<file path="src/rtl/fetch_ctrl_pkg.sv">
// Shared types and constants for the fetch sequencing controller and its benches.
package fetch_ctrl_pkg;

   // Controller state, exposed on fc_state for debug.
   typedef enum logic [2:0] {
      FC_BOOT  = 3'd0,
      FC_RUN   = 3'd1,
      FC_FLUSH = 3'd2,
      FC_HALT  = 3'd3
   } fc_state_t;

   // Decode-stage issue counts.
   localparam logic [1:0] ISSUE_NONE = 2'd0;
   localparam logic [1:0] ISSUE_ONE  = 2'd1;
   localparam logic [1:0] ISSUE_TWO  = 2'd2;

   // Fetch mode driven into IF; also used by the IF/ID bench.
   typedef enum logic [1:0] {
      FM_HOLD   = 2'd0,
      FM_SINGLE = 2'd1,
      FM_DUAL   = 2'd2
   } fetch_mode_t;

   // Instruction words fetched for a given mode.
   function automatic logic [1:0] fetch_words(input fetch_mode_t mode);
      case (mode)
         FM_SINGLE: return 2'd1;
         FM_DUAL:   return 2'd2;
         default:   return 2'd0;
      endcase
   endfunction

   // An issue count of 3 behaves as 2.
   function automatic logic [1:0] issue_sat(input logic [1:0] ic);
      return (ic > ISSUE_TWO) ? ISSUE_TWO : ic;
   endfunction

endpackage

</file>
<file path="src/rtl/fc_perf_counter.sv">
// Wrapping performance accumulator with a 2-bit per-cycle increment.
module fc_perf_counter #(
   parameter int unsigned CNT_W = 32
) (
   input  logic             CLK,
   input  logic             RESET,
   input  logic [1:0]       inc,
   output logic [CNT_W-1:0] cnt
);

   // Accumulate; wraps naturally modulo 2^CNT_W.
   always_ff @(posedge CLK or negedge RESET) begin
      if (!RESET) cnt <= '0;
      else        cnt <= cnt + CNT_W'(inc);
   end

endmodule

</file>
<file path="src/rtl/fetch_ctrl.sv">
// Fetch-stage sequencing controller: boot hold, dual/single fetch, flush bubbles, debug halt.
module fetch_ctrl
   import fetch_ctrl_pkg::*;
#(
   parameter int unsigned BOOT_CYCLES  = 4,
   parameter int unsigned FLUSH_CYCLES = 2,
   parameter int unsigned CNT_W        = 32
) (
   input  logic             CLK,
   input  logic             RESET,
   input  logic [1:0]       issue_count,
   input  logic             taken_branch1,
   input  logic             taken_branch2,
   input  logic             flush_req,
   input  logic             halt_req,
   output logic             single_fetch,
   output logic             fetchNull1,
   output logic             no_new_fetch,
   output logic             FREEZE,
   output logic             halt_ack,
   output logic [2:0]       fc_state,
   output logic [CNT_W-1:0] fetch_cnt,
   output logic [CNT_W-1:0] stall_cnt
);

   localparam int unsigned BOOT_W  = (BOOT_CYCLES  > 1) ? $clog2(BOOT_CYCLES)  : 1;
   localparam int unsigned FLUSH_W = (FLUSH_CYCLES > 1) ? $clog2(FLUSH_CYCLES) : 1;

   fc_state_t          state, state_nxt;
   logic [BOOT_W-1:0]  boot_cnt, boot_cnt_nxt;
   logic [FLUSH_W-1:0] flush_cnt, flush_cnt_nxt;

   fetch_mode_t mode;
   logic        null1;
   logic        freeze_c;
   logic        ack_c;
   logic        stall_c;
   logic        any_branch;

   assign any_branch = taken_branch1 | taken_branch2;

   // State and sequencing counters.
   always_ff @(posedge CLK or negedge RESET) begin
      if (!RESET) begin
         state     <= FC_BOOT;
         boot_cnt  <= BOOT_W'(BOOT_CYCLES - 1);
         flush_cnt <= '0;
      end else begin
         state     <= state_nxt;
         boot_cnt  <= boot_cnt_nxt;
         flush_cnt <= flush_cnt_nxt;
      end
   end

   // Next-state selection; branches win over flush, flush over halt.
   always_comb begin
      state_nxt     = state;
      boot_cnt_nxt  = boot_cnt;
      flush_cnt_nxt = flush_cnt;
      case (state)
         FC_BOOT: begin
            if (boot_cnt == '0) state_nxt    = FC_RUN;
            else                boot_cnt_nxt = boot_cnt - 1'b1;
         end
         FC_RUN: begin
            if (any_branch) begin
               state_nxt = FC_RUN;
            end else if (flush_req) begin
               if (FLUSH_CYCLES > 1) begin
                  state_nxt     = FC_FLUSH;
                  flush_cnt_nxt = FLUSH_W'(FLUSH_CYCLES - 1);
               end
            end else if (halt_req) begin
               state_nxt = FC_HALT;
            end
         end
         FC_FLUSH: begin
            if (any_branch) begin
               state_nxt = FC_RUN;
            end else if (flush_req) begin
               flush_cnt_nxt = FLUSH_W'(FLUSH_CYCLES - 1);
            end else if (flush_cnt == '0) begin
               state_nxt = FC_RUN;
            end else begin
               flush_cnt_nxt = flush_cnt - 1'b1;
            end
         end
         FC_HALT: begin
            if (!halt_req) state_nxt = FC_RUN;
         end
         default: state_nxt = FC_BOOT;
      endcase
   end

   // Fetch mode and control decode from state and current inputs.
   always_comb begin
      mode     = FM_HOLD;
      null1    = 1'b0;
      freeze_c = 1'b0;
      ack_c    = 1'b0;
      case (state)
         FC_BOOT: begin
            mode  = FM_HOLD;
            null1 = 1'b1;
         end
         FC_RUN: begin
            if (any_branch) begin
               mode = FM_DUAL;
            end else if (flush_req) begin
               mode  = FM_DUAL;
               null1 = 1'b1;
            end else if (halt_req) begin
               mode     = FM_HOLD;
               freeze_c = 1'b1;
            end else begin
               case (issue_sat(issue_count))
                  ISSUE_NONE: mode = FM_HOLD;
                  ISSUE_ONE:  mode = FM_SINGLE;
                  default:    mode = FM_DUAL;
               endcase
            end
         end
         FC_FLUSH: begin
            mode  = FM_DUAL;
            null1 = 1'b1;
         end
         FC_HALT: begin
            mode     = FM_HOLD;
            freeze_c = 1'b1;
            ack_c    = 1'b1;
         end
         default: begin
            mode  = FM_HOLD;
            null1 = 1'b1;
         end
      endcase
   end

   assign stall_c      = (state == FC_RUN) && (mode == FM_HOLD);
   assign single_fetch = (mode == FM_SINGLE);
   assign no_new_fetch = (mode == FM_HOLD);
   assign fetchNull1   = null1;
   assign FREEZE       = freeze_c;
   assign halt_ack     = ack_c;
   assign fc_state     = state;

   fc_perf_counter #(.CNT_W(CNT_W)) u_fetch_cnt (
      .CLK   (CLK),
      .RESET (RESET),
      .inc   (fetch_words(mode)),
      .cnt   (fetch_cnt)
   );

   fc_perf_counter #(.CNT_W(CNT_W)) u_stall_cnt (
      .CLK   (CLK),
      .RESET (RESET),
      .inc   ({1'b0, stall_c}),
      .cnt   (stall_cnt)
   );

endmodule
</file>
<file path="config.mk">
export PLATFORM = sky130hd
export DESIGN_NAME = fetch_ctrl
export DESIGN_NICKNAME = d
export VERILOG_FILES = /design/src/rtl/fetch_ctrl_pkg.sv /design/src/rtl/fc_perf_counter.sv /design/src/rtl/fetch_ctrl.sv
export SDC_FILE = /design/constraint.sdc
export NUM_CORES = 1
export LEC_CHECK = 0
export CAP_MARGIN = 20
export CORE_ASPECT_RATIO = 0.8
export CORE_MARGIN = 5
export CORE_UTILIZATION = 56
export CTS_BUF_LIST = sky130_fd_sc_hd__clkbuf_2
export CTS_CLUSTER_DIAMETER = 30
export CTS_CLUSTER_SIZE = 10
export DETAILED_ROUTE_END_ITERATION = 16
export HOLD_SLACK_MARGIN = 0.15
export PLACE_DENSITY = 0.88
export REMOVE_ABC_BUFFERS = 1
export SLEW_MARGIN = 20
export SYNTH_ARGS = -nofsm -noshare
export SYNTH_HDL_FRONTEND = slang
export SYNTH_HIERARCHICAL = 1
export SYNTH_SLANG_ARGS = --single-unit
</file>
<file path="constraint.sdc">
create_clock -name CLK -period 5.79 [get_ports CLK]
set_input_delay 0.8685 -clock CLK [delete_from_list [all_inputs] [get_ports CLK]]
set_output_delay 0.8685 -clock CLK [all_outputs]
set_load 0.01 [all_outputs]
</file>
Yosys cells after proc, flatten, opt, wreduce, memory -nomap -nowiden. Index checks and enable logic that the tools add are counted.

Flip-flop bits (word level): 70. Bits of input ports: 8. Output and inout bits: 72.

Bitwise operators: 2. Add/subtract/negate cells: 4. Reduce and logical (&&, ||, !) cells: 9. Order comparisons: 1. Muxes and demuxes: 30. Equality and inequality tests: 14.

Operators with widths (count): 32-bit by 1-bit adder with 32-bit output (1); 32-bit by 2-bit adder with 32-bit output (1); 3-bit 2-to-1 mux (8); 2-bit one-hot mux with 2 select lines (3); 3-bit one-hot mux with 4 select lines (1); 1-bit 2-to-1 mux (11); 2-bit inequality test (second input constant) (5); 2-bit 2-to-1 mux (4); 3-bit by 2-bit == test with 1-bit output (second input constant) (2); 2-bit logical NOT (3); 3-bit inequality test (second input constant) (2); 1-bit one-hot mux with 2 select lines (3); 5-bit AND reduction (1); 2-bit by 1-bit == test with 1-bit output (second input constant) (2); 4-bit inequality test (second input constant) (1); 4-bit AND reduction (1); 3-bit by 1-bit == test with 1-bit output (second input constant) (1); 3-bit logical NOT (1); 2-bit == test (second input constant) (1); 2-bit > comparator (second input constant) (1); 2-bit AND reduction (1); 2-bit nonzero test (1); 2-bit by 1-bit subtractor with 2-bit output (second input constant) (1); 1-bit logical AND (1); 3 further kinds (3).

Longest topological paths before layout. Gate-level depths: netlist (run 1).

Word-level depth: 11. Gate-level depth with buffers: 12. Gate-level depth less buffers: 12.

By module. The synthesis (run 1) kept the hierarchy.

Modules (own cells, without submodules): fc_perf_counter (area each 1476.4 um2, seq. area each 800.8 um2, cells each 124, instances 2); fetch_ctrl (area each 473.0 um2, seq. area each 127.6 um2, cells each 51, instances 1).

Least setup slack after synthesis (run 1). No wires, ideal clock.

Kind: input port to flip-flop. Start point: in taken_branch2. End point: reg u_fetch_cnt.cnt[18]. Library setup time: 0.079 ns. Data required time: 5.711 ns. Arrival time: 3.251 ns. Stages: 10. Path slack: 2.460 ns. Path through: nor2_2 -> nor4b_4 -> nor2_2 -> nor3b_2 -> ha_1 -> inv_1 -> fa_1 -> nor4_4 -> nor3b_2 -> xor2_1.

Word-level cells in the longest chain between the ends: 6. Elaborated cells on any way between the ends: 7. Classes of those cells: add/sub (1); eq/ne (2); mux (3); bitwise (1).

RTL lines: start: declaration (line fetch_ctrl.sv:13) `input logic taken_branch2,`; 1-bit bitwise OR (line fetch_ctrl.sv:40) `assign any_branch = taken_branch1 | taken_branch2;`; 2-bit 2-to-1 mux (line fetch_ctrl.sv:107) `if (any_branch) begin`; 2-bit one-hot mux with 2 select lines (line fetch_ctrl.sv:101) `case (state)`; 2-bit by 1-bit == test with 1-bit output; via single_fetch (line fetch_ctrl.sv:16) `output logic single_fetch,`; 2-bit one-hot mux with 2 select lines (line fetch_ctrl_pkg.sv:26) `case (mode)`; 32-bit by 2-bit adder with 32-bit output (line fc_perf_counter.sv:14) `else cnt <= cnt + CNT_W'(inc);`; end signal: assignment (line fc_perf_counter.sv:14); end: declaration (line fc_perf_counter.sv:8) `output logic [CNT_W-1:0] cnt`.

The timed path passes the listed nets, and every way through them passes these cells. A chain may end at the register's enable or synchronous reset.

Worst setup path after layout (run 1).
Start point: in flush_req. End point: out single_fetch.

Word-level cells in the longest chain between the ends: 4.

RTL lines: start: declaration (line fetch_ctrl.sv:14) `input logic flush_req,`; 2-bit 2-to-1 mux (line fetch_ctrl.sv:109) `end else if (flush_req) begin`; 2-bit 2-to-1 mux (line fetch_ctrl.sv:107); 2-bit one-hot mux with 2 select lines (line fetch_ctrl.sv:101); 2-bit by 1-bit == test with 1-bit output (line fetch_ctrl.sv:140) `assign single_fetch = (mode == FM_SINGLE);`; end: declaration (line fetch_ctrl.sv:16).

Every way passes these cells.

==> metrics.md, run 1 <==
| Metric | Value |
|---|---|
| Starting Density | 57.9% |
| Min Hold Slack | 0.483 ns |
| Average wire per standard cell | 15.1 um |
| Synth async-reset ratio | 100% |
| Distinct cells, synth | 40 |
| Max capacitance violation total | 0 |
| Crit path max-delay cell type | clkdlybuf4s50_1 |
| Status | completed |
| DRT met1 WL | 3130 um |
| Crit Path Category | in2out |
| Most frequent cell after synthesis | dfrtp_1 |
| First-pass GRT wire length | 12400 um |
| Metal2 WL | 3480 um |
| Hold path endpoint | u_fetch_cnt/cnt[31]$_DFF_PN0_ |
| Worst-Skew Late Latency | 0.49 ns |
| Most instantiated cells after synthesis | 67 x dfrtp_1, 47 x xnor2_1, 29 x nand2_1 |
| Cell accounting for the most synthesized area | dfrtp_1 |
| Number of synthesized flops with an enable pin | 0 |
| Final Max Slew Viols | 0 |
| Setup slack, reg-to-reg | 2.31 ns |
| Clock Skews | 0.0157 ns |
| Worst vdd ir | 0.298 mV |
| Final hold vios | 0 |
| CTS tree | yes |
| Fin nets | 409 |
| Clock sinks | 69 |
| DRT Wirelength | 7170 um |
| Initial antenna violation count | 0 |
| Vias in the first global route | 2640 |
| Max incr delay on CP | 0.59 ns |
| Cell depth of the worst flop-to-flop path | 11 |
| DP Worst Slack | 1.68 ns |
| Cells after synthesis | 299 |
| Top delay family on crit path | buffers and inverters |
| CP Cell Sequence | clkdlybuf4s50_1 -> nor4b_2 -> nand2_1 -> nor3b_2 -> clkdlybuf4s50_1 |
| Sequential area share after synthesis | 50.5% |
| Most frequent cell on the critical path | clkdlybuf4s50_1 |
| Synth top area cells | dfrtp_1 49%, xnor2_1 12%, xor2_1 3.6% |
| Drt via density | 5.37 |
| Worst-path clk slew | 0.18 ns |
| Worst Path Buf+Inv | 2 |
| Detailed router's first-iteration violation count | 127 |
| Via count | 2555 |
| IO Port Bufs | 78 |
| Worst hold path stage count | 1 |
| CTS root buf | clkbuf_2 |
| CP startpoint | flush_req |
| Simple-gate share of the synthesized area | 23.9% |
| Minimum clock period | 3.62 ns |
| DR WL met3 | 473 um |
| Area grow syn2layout | 29.8% |
| Setup TNS | 0 ns |
| Resized cells post-CTS | 0 |
| Worst hold path type | reg2reg |
| Compound-cell area share of the yosys netlist | 3.51% |
| Synth top area share | 48.9% |
| Post-CTS Setup Bufs | 0 |
| Die W | 97.4 um |
| GP Congestion | 0.819 |
| Hold buffer count at CTS | 0 |
| Largest net degree at the start of global routing | 70 |
| Synth warn | 6 |
| ANT nets after route | 0 |
| Drt pass-1 iters | 4 |
| Crit Reg-Reg Startpoint | fc_state[1]$_DFFE_PN0P_ |
| Final setup margin | 2.17 ns |
| Cts bufs inserted | 9 |
| Post-Syn Area per Cell | 11.5 um^2 |
| Layout cells sized above 1 | 10.9% |
| Main combinational cell family by area after synthesis | simple AND/OR/NAND/NOR gates |
| Fmax | 276 MHz |
| Total power | 1.30 mW |
| CTS H-tree lvls | 3 |
| RSZ-0062 raised after global routing | no |
| Tcrit/Tclk final | 62.6% |
| Hold Crit Start | u_fetch_cnt/cnt[31]$_DFF_PN0_ |
| Clock buffer depth | 2 |
| FF+latch count, synth | 69 |
| Setup-failing EPs final | 0 |
| DP HPWL | 5230 um |
| Pwr dens | 293 nW/um^2 |
| Synth Area in Adders | 4.46% |
| Synth Cell Area | 3430 um^2 |
| Highest routed layer | met4 |
| Diodes inserted | 0 |
| Gr usage total | 19.7% |
| Post-synthesis mux area share | 0% |
| CP max FO | 7 |
| Leak | 1.89 nW |
| CP endpoint kind | primary output |
| Die area | 7790 um^2 |
| Startpoint types | input port |
| Worst Path Required | 4.92 ns |
| Ys flop type | dfrtp_1 |
| Worst slew pin tran | 0.835 ns |
| Drt drc | 0 |
| Synth Area in XOR/XNOR | 15.6% |
| Die height | 80.0 um |
| FF-to-FF End | u_fetch_cnt/cnt[18]$_DFF_PN0_ |
| GRT overflow | 0 |
| Max_slew headroom | 44.3% |
| CP arrival | 2.76 ns |
| Worst path depth | 5 |
| Core area | 5910 um^2 |
| Num rows | 25 |
| I/O pin count | 80 |
## layer usage
| layer | vias up | GRT usage [%] |
|---|---|---|
| met2 | 80 | 31.9 |
| met3 | 6 | 8.21 |
| met1 | 1248 | 24.2 |
| li1 | 1221 | - |
| met5 | - | 0 |
| met4 | 0 | 6.22 |
## cells in the final DEF, fill, tap and decap left out, types with 3 or more instances in the layout
cell,count
clkdlybuf4s50_1,77
dfrtp_1,67
xnor2_1,47
nand2_1,29
nand3_1,22
inv_1,16
nand4_1,16
xor2_1,14
nor2_1,11
clkbuf_2,10
and3_1,9
ha_1,9
nor3_1,6
nor3b_2,4
a21oi_1,4
nor4_4,4
and4_1,4
o21ai_0,3
conb_1,3
## how the worst max path moves through the flow
stage	to	slack, ns
after detailed placement	u_stall_cnt/cnt[18]$_DFF_PN0_	1.68
after floorplan	u_fetch_cnt/cnt[18]$_DFF_PN0_	2.46
after global placement	u_stall_cnt/cnt[18]$_DFF_PN0_	1.88
after global routing	single_fetch	2.01
final	single_fetch	2.17
after CTS	single_fetch	2.17
## per-stage QoR
step,utilization [%],cell area (um^2),instances
2_1_floorplan,-,3430,300
3_3_place_gp,72.9,4310,460
3_5_place_dp,72.9,4310,460
4_1_cts,75.2,4450,476
5_1_grt,75.2,4450,476
6_report,75.2,4450,476
## sequential cells by signal (all words and copies together) (netlist names)
signal,cells
boot_cnt,2
u_stall_cnt/cnt,32
flush_cnt,1
u_fetch_cnt/cnt,32
fc_state,2
## power by group
| part | leakage, nW | switching, mW | internal (mW) | total (mW) |
|---|---|---|---|---|
| clock network | 0.0823 | 0.166 | 0.145 | 0.311 |
| logic | 0.897 | 0.169 | 0.192 | 0.361 |
| registers | 0.914 | 0.0883 | 0.542 | 0.631 |
| total | 1.89 | 0.423 | 0.879 | 1.30 |
## kinds of logic after synthesis
kind of cell / after synthesis
other: 1
XOR/XNOR: 61
AND/OR/NAND/NOR: 122
flip-flops: 69
buffers and inverters: 17
adder cells (fa/ha/maj): 11
AO/OA/AOI/OAI: 18
## layout make-up
cell class	count	area, um^2
Inverter	16	60.1
Clock inverter	6	86.3
Fill cell	420	1470
Sequential cell	69	1730
Tap cell	81	101
Multi-Input combinational cell	215	1640
Clock buffer	10	50.0
Timing Repair Buffer	79	783
Note: power is estimated with default switching activity, not from simulation.
==> run 2: changes to the inputs <==
CORE_UTILIZATION = 47   (was 56)
PLACE_DENSITY = 0.79   (was 0.88)
clock period = 3.22 ns   (was 5.79 ns; I/O delays follow)
==> run 2 against run 1 <==
Compared with the run above: register-to-register slack got worse by 2.1 ns; via count rose by 1.3%; utilization fell by 9.5 points; setup slack got worse by 2.0 ns; first-iteration DRC count fell by 31%; global-route usage fell by 2.4 points; clock-buffer cell count did not move; clock power rose by 86%; critical endpoint unchanged; largest cell class unchanged.
==> metrics.md, run 2 (synthesized netlist as in run 1, its figures left out) <==
| Metric | Value |
|---|---|
| Post-DP Area | 4420 um^2 (+2.4%) |
| Tcrit/Tclk final | 93.6% |
| Top flop regs | u_fetch_cnt/cnt (32), u_stall_cnt/cnt (32) |
| Via count | 2589 (+1.3%) |
| DP Worst Slack | -0.0736 ns (-1.75 ns) |
| Clock Skews | 0.0170 ns (+0.00132 ns) |
| CP endpoint kind | primary output |
| Drt pass-1 iters | 4 (unchanged) |
| Worst hold path type | reg2reg |
| DRT Wirelength | 7400 um (+3.2%) |
| GP Congestion | 0.817 (-0.27%) |
| Max_slew headroom | 42.0% (-2.4 points) |
| Detailed router's first-iteration violation count | 88 (-31%) |
| Drt via density | 5.20 (-3.1%) |
| Core area | 6990 um^2 (+18%) |
| CP max FO | 5 (-2) |
| Vias in the first global route | 2592 (-1.8%) |
| Pwr dens | 518 nW/um^2 (+77%) |
| Clock buffer depth | 2 (unchanged) |
| Gr usage total | 17.3% (-2.4 points) |
| Final Max Slew Viols | 0 (unchanged) |
| Worst vdd ir | 0.395 mV (+33%) |
| Worst hold path stage count | 1 (unchanged) |
| Crit Path Category | reg2out |
| Average wire per standard cell | 14.8 um (-1.4%) |
| Initial antenna violation count | 0 (unchanged) |
| Startpoint types | flip-flop |
| Drt drc | 0 (unchanged) |
| IO Port Bufs | 78 (unchanged) |
| Cts bufs inserted | 9 (unchanged) |
| Diodes inserted | 0 (unchanged) |
| GRT overflow | 0 (unchanged) |
| RSZ-0062 raised after global routing | no |
| Area grow syn2layout | 34.2% |
| Starting Density | 49.0% (-9.0 points) |
| Fin nets | 425 (+3.9%) |
| ANT nets after route | 0 (unchanged) |
| CP arrival | 2.53 ns (-0.23 ns) |
| CTS root buf | clkbuf_2 |
| Setup-failing EPs final | 0 (unchanged) |
| DP HPWL | 5320 um (+1.6%) |
| Cell depth of the worst flop-to-flop path | 12 (+1) |
| Largest net degree at the start of global routing | 70 (unchanged) |
| Most common cell after layout, fill and taps aside | clkdlybuf4s50_1 |
| Clock sinks | 69 (unchanged) |
| Fmax | 332 MHz |
| Setup TNS | 0 ns (unchanged) |
| CTS tree | yes |
| CTS H-tree lvls | 3 (unchanged) |
| Min Hold Slack | 0.483 ns (-0.000649 ns) |
| Die W | 105 um (+8.2%) |
| I/O pin count | 80 (unchanged) |
| Fill cells | 565 (+35%) |
| Die height | 86.4 um (+8.0%) |
| Die area | 9110 um^2 (+17%) |
| Leak | 1.98 nW (+4.3%) |
| Layout cells sized above 1 | 14.8% (+4.0 points) |
| Finished Cell Area | 4600 um^2 (+3.4%) |
| Area used by multi-input combinational logic | 1660 um^2 (+1.1%) |
| Placed Instances | 479 (+4.1%) |
| Worst slew pin tran | 0.870 ns (+0.0355 ns) |
| Minimum clock period | 3.01 ns |
| Status | completed |
| Layout Cells excl Fill | 498 (+4.6%) |
| Num rows | 27 (+8.0%) |
| Total power | 2.38 mW (+83%) |
| Max capacitance violation total | 0 (unchanged) |
| First-pass GRT wire length | 12700 um (+3.1%) |
| Most frequent cells in the layout | 77 x clkdlybuf4s50_1, 65 x dfrtp_1, 47 x xnor2_1 |
| Worst-path clk slew | 0.19 ns (about the same) |
| Final hold vios | 0 (unchanged) |
| Fin util | 65.8% (-9.5 points) |
| Worst Path Required | 2.74 ns (-2.18 ns) |
| Area taken by flip-flops and latches | 1730 um^2 (+0.14%) |
| Final setup margin | 0.207 ns (-1.96 ns) |
| Worst-Skew Late Latency | 0.50 ns (about the same) |
run 2: cell count changes in the layout (fill, tap and decap cells not counted), sizes merged:
cell and change:
buf +15, dlygate4sd3 +1
run 2: critical path, cell delays in order (launching register included):
cell             delay, ns
dfrtp_2               0.47
inv_1                 0.08
ha_1                  0.28
nor4b_4               0.29
nor2_2                0.09
nor3b_2               0.23
clkdlybuf4s50_1       0.60
run 2: timing repair:
action / 4_1_cts / 5_1_grt
gates resized for setup: 0 / 5
hold buffers: 1 / 0
buffers inserted: 0 / 2
endpoints found under the setup margin: 0 / 10
hold endpoints to repair: 12 / 0
run 2: final timing paths:
kind | from | endpoint | slack [ns]
worst max-delay path | fc_state[0]$_DFFE_PN0P_ | single_fetch | 0.21
worst min-delay path | u_fetch_cnt/cnt[31]$_DFF_PN0_ | u_fetch_cnt/cnt[31]$_DFF_PN0_ | 0.48
worst max register to register | fc_state[0]$_DFFE_PN0P_ | u_fetch_cnt/cnt[18]$_DFF_PN0_ | 0.21
worst min register to register | u_fetch_cnt/cnt[31]$_DFF_PN0_ | u_fetch_cnt/cnt[31]$_DFF_PN0_ | 0.48
max in group asynchronous | RESET | fc_state[0]$_DFFE_PN0P_ | 1.91
min in group asynchronous | RESET | u_fetch_cnt/cnt[6]$_DFF_PN0_ | 0.68
run 2: cell type report:
cell class | instances | share of cell area, %
clock inverters | 6 | 1.88
multi-input cells | 215 | 36.0
flip-flops and latches | 69 | 37.7
clock buffers | 10 | 1.09
repair buffers | 95 | 19.7
inverters | 16 | 1.31
well taps | 87 | 2.37
run 2: routing by layer:
layer	wire length, um	vias to the layer above	global-route usage [%]
met3	363	6	5.73
li1	-	1248	-
met1	3420	1270	23.4
met5	0	-	0
met2	3570	65	27.0
met4	42	0	4.65
run 2: power by group:
group / internal, mW / leakage, nW / switching [mW]
sequential: 0.976 / 0.912 / 0.160
combinational: 0.370 / 0.980 / 0.300
clock: 0.260 / 0.0823 / 0.318
total: 1.61 / 1.98 / 0.778
